### src/rtl/id_ex_stage.sv
// -----------------------------------------------------------------------------
// id_ex_stage
// Decode-to-execute pipeline register feeding the ALU. Holds one decoded
// instruction, resolves the two ALU operands (operand select plus optional
// MEM/WB forwarding) and raises hazard_stall towards fetch/decode.
//
// Configuration macro: ID_EX_FORWARD_EN
//   defined   : MEM/WB forwarding muxes; hazard_stall covers load-use only.
//   undefined : operands come straight from the held register data;
//               hazard_stall fires on any RAW match against EX, MEM or WB.
//
// Ports
//   clk, rst                     clock (rising edge), async active-high reset
//   in_valid / in_ready          decode handshake
//   in_pc, in_rs1_data,
//   in_rs2_data, in_imm          decoded operand values
//   in_rs1, in_rs2, in_rd        register indices
//   in_alu_func                  ALU opcode (passed through)
//   in_src1_sel, in_src2_sel     0 = register, 1 = pc / imm
//   in_reg_we, in_mem_rd         writes rd / is a load
//   flush, ex_stall              pipeline control
//   mem_rd, mem_reg_we,
//   mem_is_load, mem_result      MEM-stage forward source
//   wb_rd, wb_reg_we, wb_result  WB-stage forward source
//   alu_src1, alu_src2, alu_func ALU drive
//   out_valid, out_reg_we,
//   out_mem_rd, out_rd,
//   out_store_data               held fields / forwarded rs2 for stores
//   hazard_stall                 stall request to fetch/decode
// -----------------------------------------------------------------------------
module id_ex_stage #(
  parameter int XLEN   = 32,
  parameter int REG_AW = 5
) (
  input  logic              clk,
  input  logic              rst,
  input  logic              in_valid,
  output logic              in_ready,
  input  logic [XLEN-1:0]   in_pc,
  input  logic [XLEN-1:0]   in_rs1_data,
  input  logic [XLEN-1:0]   in_rs2_data,
  input  logic [XLEN-1:0]   in_imm,
  input  logic [REG_AW-1:0] in_rs1,
  input  logic [REG_AW-1:0] in_rs2,
  input  logic [REG_AW-1:0] in_rd,
  input  logic [3:0]        in_alu_func,
  input  logic              in_src1_sel,
  input  logic              in_src2_sel,
  input  logic              in_reg_we,
  input  logic              in_mem_rd,
  input  logic              flush,
  input  logic              ex_stall,
  input  logic [REG_AW-1:0] mem_rd,
  input  logic              mem_reg_we,
  input  logic              mem_is_load,
  input  logic [XLEN-1:0]   mem_result,
  input  logic [REG_AW-1:0] wb_rd,
  input  logic              wb_reg_we,
  input  logic [XLEN-1:0]   wb_result,
  output logic [XLEN-1:0]   alu_src1,
  output logic [XLEN-1:0]   alu_src2,
  output logic [3:0]        alu_func,
  output logic              out_valid,
  output logic              out_reg_we,
  output logic              out_mem_rd,
  output logic [REG_AW-1:0] out_rd,
  output logic [XLEN-1:0]   out_store_data,
  output logic              hazard_stall
);

  // Held instruction fields
  logic              ex_valid;
  logic [XLEN-1:0]   ex_pc;
  logic [XLEN-1:0]   ex_rs1_data;
  logic [XLEN-1:0]   ex_rs2_data;
  logic [XLEN-1:0]   ex_imm;
  logic [REG_AW-1:0] ex_rs1;
  logic [REG_AW-1:0] ex_rs2;
  logic [REG_AW-1:0] ex_rd;
  logic [3:0]        ex_func;
  logic              ex_src1_sel;
  logic              ex_src2_sel;
  logic              ex_reg_we;
  logic              ex_mem_rd;

  logic [XLEN-1:0]   fwd_rs1;
  logic [XLEN-1:0]   fwd_rs2;

  // True when a nonzero source index matches a writing destination.
  function automatic logic rd_match(input logic [REG_AW-1:0] src,
                                    input logic [REG_AW-1:0] dst,
                                    input logic              we);
    return we && (src != {REG_AW{1'b0}}) && (src == dst);
  endfunction

`ifdef ID_EX_FORWARD_EN
  // Load-use: the load in EX has no data until WB, so one bubble is needed.
  always_comb begin
    hazard_stall = in_valid && ex_valid && ex_mem_rd &&
                   (rd_match(in_rs1, ex_rd, ex_reg_we) ||
                    rd_match(in_rs2, ex_rd, ex_reg_we));
  end

  // Forward muxes; MEM wins over WB, a load still in MEM has no result yet.
  always_comb begin
    fwd_rs1 = ex_rs1_data;
    fwd_rs2 = ex_rs2_data;
    if (rd_match(ex_rs1, mem_rd, mem_reg_we) && !mem_is_load) begin
      fwd_rs1 = mem_result;
    end else if (rd_match(ex_rs1, wb_rd, wb_reg_we)) begin
      fwd_rs1 = wb_result;
    end else begin
      fwd_rs1 = ex_rs1_data;
    end
    if (rd_match(ex_rs2, mem_rd, mem_reg_we) && !mem_is_load) begin
      fwd_rs2 = mem_result;
    end else if (rd_match(ex_rs2, wb_rd, wb_reg_we)) begin
      fwd_rs2 = wb_result;
    end else begin
      fwd_rs2 = ex_rs2_data;
    end
  end
`else
  // No bypass network: stall while any in-flight writer matches a source.
  always_comb begin
    hazard_stall = in_valid &&
                   (rd_match(in_rs1, ex_rd, ex_valid && ex_reg_we) ||
                    rd_match(in_rs2, ex_rd, ex_valid && ex_reg_we) ||
                    rd_match(in_rs1, mem_rd, mem_reg_we) ||
                    rd_match(in_rs2, mem_rd, mem_reg_we) ||
                    rd_match(in_rs1, wb_rd, wb_reg_we) ||
                    rd_match(in_rs2, wb_rd, wb_reg_we));
  end

  // Operands come directly from the held register data.
  always_comb begin
    fwd_rs1 = ex_rs1_data;
    fwd_rs2 = ex_rs2_data;
  end

  // Forward-only inputs and held indices have no consumer in this build.
  logic unused_fwd_inputs;
  assign unused_fwd_inputs = ^{mem_result, wb_result, mem_is_load, ex_rs1, ex_rs2};
`endif

  // Handshake: decode may only advance when this stage will load.
  always_comb begin
    in_ready = !ex_stall && !hazard_stall && !flush;
  end

  // Pipeline register: flush > ex_stall > hazard bubble > load.
  always_ff @(posedge clk or posedge rst) begin
    if (rst) begin
      ex_valid    <= 1'b0;
      ex_pc       <= {XLEN{1'b0}};
      ex_rs1_data <= {XLEN{1'b0}};
      ex_rs2_data <= {XLEN{1'b0}};
      ex_imm      <= {XLEN{1'b0}};
      ex_rs1      <= {REG_AW{1'b0}};
      ex_rs2      <= {REG_AW{1'b0}};
      ex_rd       <= {REG_AW{1'b0}};
      ex_func     <= 4'h0;
      ex_src1_sel <= 1'b0;
      ex_src2_sel <= 1'b0;
      ex_reg_we   <= 1'b0;
      ex_mem_rd   <= 1'b0;
    end else if (flush) begin
      ex_valid <= 1'b0;
    end else if (ex_stall) begin
      ex_valid <= ex_valid;
    end else if (hazard_stall) begin
      ex_valid <= 1'b0;
    end else begin
      ex_valid    <= in_valid;
      ex_pc       <= in_pc;
      ex_rs1_data <= in_rs1_data;
      ex_rs2_data <= in_rs2_data;
      ex_imm      <= in_imm;
      ex_rs1      <= in_rs1;
      ex_rs2      <= in_rs2;
      ex_rd       <= in_rd;
      ex_func     <= in_alu_func;
      ex_src1_sel <= in_src1_sel;
      ex_src2_sel <= in_src2_sel;
      ex_reg_we   <= in_reg_we;
      ex_mem_rd   <= in_mem_rd;
    end
  end

  // Operand select; store data is always the (forwarded) rs2 value.
  always_comb begin
    alu_src1       = ex_src1_sel ? ex_pc  : fwd_rs1;
    alu_src2       = ex_src2_sel ? ex_imm : fwd_rs2;
    out_store_data = fwd_rs2;
  end

  assign alu_func   = ex_func;
  assign out_valid  = ex_valid;
  assign out_reg_we = ex_reg_we;
  assign out_mem_rd = ex_mem_rd;
  assign out_rd     = ex_rd;

endmodule

### config.mk
export PLATFORM = sky130hd
export DESIGN_NAME = id_ex_stage
export DESIGN_NICKNAME = d
export VERILOG_FILES = /design/src/rtl/id_ex_stage.sv
export SDC_FILE = /design/constraint.sdc
export NUM_CORES = 1
export LEC_CHECK = 0
export ABC_CLOCK_PERIOD_IN_PS = 5700
export CORE_ASPECT_RATIO = 1.4
export CORE_MARGIN = 5
export CORE_UTILIZATION = 35
export DETAILED_ROUTE_END_ITERATION = 8
export PLACE_DENSITY = 0.72
export SLEW_MARGIN = 20
export SYNTH_ARGS = -nofsm -noshare
export SYNTH_HDL_FRONTEND = slang
export SYNTH_SLANG_ARGS = --single-unit
### constraint.sdc
create_clock -name clk -period 5.7 [get_ports clk]
set_clock_uncertainty 0.15 [all_clocks]
set_input_delay 1.425 -clock clk [delete_from_list [all_inputs] [get_ports clk]]
set_output_delay 1.425 -clock clk [all_outputs]
set_load 0.02 [all_outputs]
==> metrics.md <==
| Metric | Value |
|---|---|
| CP Launch Type | `primary input` |
| # rows | `75` |
| Full die area | `roughly 34000 um2` |
| Ordered list of cells on the worst path | `clkdlybuf4s50_1, or4_1, nor2_1, nand4b_1, and3_4, nand2_1, a21oi_1, clkdlybuf4s50_1` |
| Max VDD drop | `0.000165 V` |
| Slew HR | `0.259` |
| Die H | `around 220 um` |
| Seq/Total Area, Yosys | `0.332` |
| First-pass GRT wire length | `around 61 mm` |
| Core Util, Final | `0.473` |
| Drt total wl | `38.9 mm` |
| Largest area contributor in the netlist | `dfrtp_1` |
| Layout fillers | `between 2000 and 3000` |
| Routed met2 length | `between 15 and 20 mm` |
| 1st-pass router iterations | `6` |
| Crit. End Element | `primary output` |
| Leakage | `5.30 nW` |
| Top cells by area, synth | `dfrtp_1 33%, o221ai_2 13%, a32oi_1 12%` |
| Chip width | `158 um` |
| Met3 routed WL | `2.25 mm` |
| Worst Setup Slack, final | `between 200 and 250 ps` |
| Clock insertion delay at the later pin of the skew report | `approximately 430 ps` |
| Main synth FF type | `dfrtp_1` |
| Clock sinks | `approximately 140` |
| Final Cycle Share | `0.959` |
| Worst-path clk slew | `about 60 ps` |
| Number of port buffers | `between 200 and 300` |
| Final Hold Fails | `0` |
| Max incr delay on CP | `around 700 ps` |
| Via-per-instance ratio | `between 6 and 7` |
| Fmax | `~180 MHz` |
| Hold Buf Count CTS | `0` |
| Total power | `between 3 and 4 mW` |
| Worst Max-Slew Pin Slew | `between 1000 and 1500 ps` |
| Mapped Area | `about 11000 um2` |
| Number of top-level pins | `343` |
| Status | `finished, final reports clean` |
| CTS Buf Count | `17` |
| Tmin final | `5460 ps` |
| Detailed Place HPWL | `approximately 24 mm` |
| Nets | `1544` |
| Routed vias | `10800` |
| Initial antenna violation count | `8` |
| CP max-delay cell | `clkdlybuf4s50_1` |
| Min-delay worst type | `reg2reg` |
| YS warnings | `0` |
| DP Area | `roughly 14000 um2` |
| # setup viols final | `0` |
| Post-synth top area share | `0.332` |
| Layout cells sized above 1 | `0.181` |
| Gpl congestion | `approximately 0.90` |
| Clk buf depth | `2` |
| Max Cap Viol | `0` |
| Post-synthesis cell type count | `32` |
| DRC | `0` |
| Most frequent cell on the critical path | `clkdlybuf4s50_1` |
| Starting DRT DRC Count | `just over 900` |
| Synth Instances | `1151` |
| Largest net degree at the start of global routing | `142` |
| Setup TNS | `0 ps` |
| Core Area | `between 30000 and 40000 um2` |
| Drt wl/cell | `about 23 um` |
| Finished Cell Area | `around 14000 um2` |
| Buffer count from post-CTS setup fixing | `0` |
| WS Path Type | `in2out` |
| Synth-to-Final Area Change | `33.3%` |
| Setup WS pre-CTS | `245 ps` |
| Initial Util | `0.355` |
| CP Max Fanout | `5` |
| Syn nets | `around 1400` |
| Pwr Density | `between 200 and 300 nW/um2` |
| Most common cell in the synthesized netlist | `nand2_1` |
| Max Slew Vio Count | `0` |
| M1 WL | `15.1 mm` |
| RSZ-0062 raised after global routing | `false` |
| Vias in the first global route | `around 11000` |
| Final ANT Viol Nets | `0` |
| WP data required | `just over 4000 ps` |
| Post-synth EDFFs | `0` |
| Commonest cells post-synth | `286 x nand2_1, 142 x dfrtp_1, 141 x a211oi_1, 141 x a32oi_1, 116 x clkbuf_1` |
| Resize count post-CTS | `0` |
| Global Route Usage Sum | `0.221` |
| Max Used Layer | `met5` |
| Register bit total from synthesis | `142` |
| CTS Root Cell | `clkbuf_16` |
| Ys async rst share | `1.00` |
| CP arrival | `around 3900 ps` |
| CTS tree | `yes` |
| Grt total ovfl | `0` |
| Avg Synthesized Cell Area | `approximately 9.3 um2` |
| H-Tree Level Count | `4` |
-- state kept, by name, summed over array words and instances (netlist names) --
name,count
ex_rs1_data,32
out_reg_we,1
ex_src1_sel,1
alu_func,4
ex_pc,32
out_rd,5
out_store_data,32
out_valid,1
ex_src2_sel,1
ex_imm,32
out_mem_rd,1
-- cells by family after synthesis --
family	count (synthesis)	share of synthesized area
DFF	142	0.332
muxes	64	0.0674
and+or+nand+nor	305	0.112
xor gates and xnor gates	30	0.0246
AOI/OAI and AO/OA	429	0.387
buffers and inverters	181	0.0775
-- where the power goes --
| group | internal, mW | switching [mW] | total (mW) |
|---|---|---|---|
| Clock | 0.720 | 0.456 | 1.18 |
| Sequential | 1.18 | 0.154 | 1.33 |
| Combinational | 0.701 | 0.718 | 1.42 |
-- cell usage in the layout (no fill, tap or decap), types with 7 or more instances in the layout --
| cell type | netlist | routed |
|---|---|---|
| nand2_1 | 286 | 285 |
| clkdlybuf4s50_1 | 0 | 276 |
| a211oi_1 | 141 | 141 |
| a32oi_1 | 141 | 141 |
| dfrtp_1 | 142 | 141 |
| o221ai_2 | 90 | 90 |
| mux2_2 | 64 | 64 |
| o221ai_1 | 51 | 51 |
| buf_4 | 1 | 34 |
| clkbuf_16 | 0 | 17 |
| xnor2_1 | 16 | 16 |
| xor2_1 | 14 | 14 |
| buf_12 | 0 | 9 |
| diode_2 | 0 | 7 |
-- layout make-up --
class / count / area [um2] / share of cell area
sequential: 142 / 3550 / 0.249
inverter: 2 / 15.0 / 0.00105
multi-input combinational: 828 / 6370 / 0.447
tap: 385 / 482 / 0.0338
antenna: 7 / 17.5 / 0.00123
timing repair buffer: 320 / 3210 / 0.225
clock inverter: 10 / 138 / 0.00965
clock buffer: 21 / 470 / 0.0330
-- critical path, delay by kind of cell --
kind / cells / cell delay (ps)
buffers and inverters: 2 / 1220
AO/OA/AOI/OAI: 1 / 190
AND/OR/NAND/NOR: 5 / 1060
-- worst paths after layout --
path / from / to / slack [ps] / cells past startpoint
setup / recovery: in_rs2[4] / in_ready / 240 / 8
hold / removal: ex_rs1_data[20] / ex_rs1_data[20] / 380 / 2
setup reg to reg: out_rd[2] / ex_imm[15] / 2230 / 8
hold reg to reg: ex_rs1_data[20] / ex_rs1_data[20] / 380 / 2
max in group asynchronous: rst / ex_imm[30] / 3130 / 3
min in group asynchronous: rst / out_store_data[22] / 1320 / 2
-- per-stage QoR --
stage,instances,hold WS [ps]
after CTS,1708,381
final,1715,379
after global placement,1677,363
after detailed placement,1677,371
after global routing,1715,391
after floorplan,1151,349
-- layer usage --
metal  up-vias  track usage
met4         2       0.0958
li1       4906            -
met1      5392        0.272
met5         -            0
met3        85       0.0386
met2       442        0.375
Power figures use the tool's default switching activity.
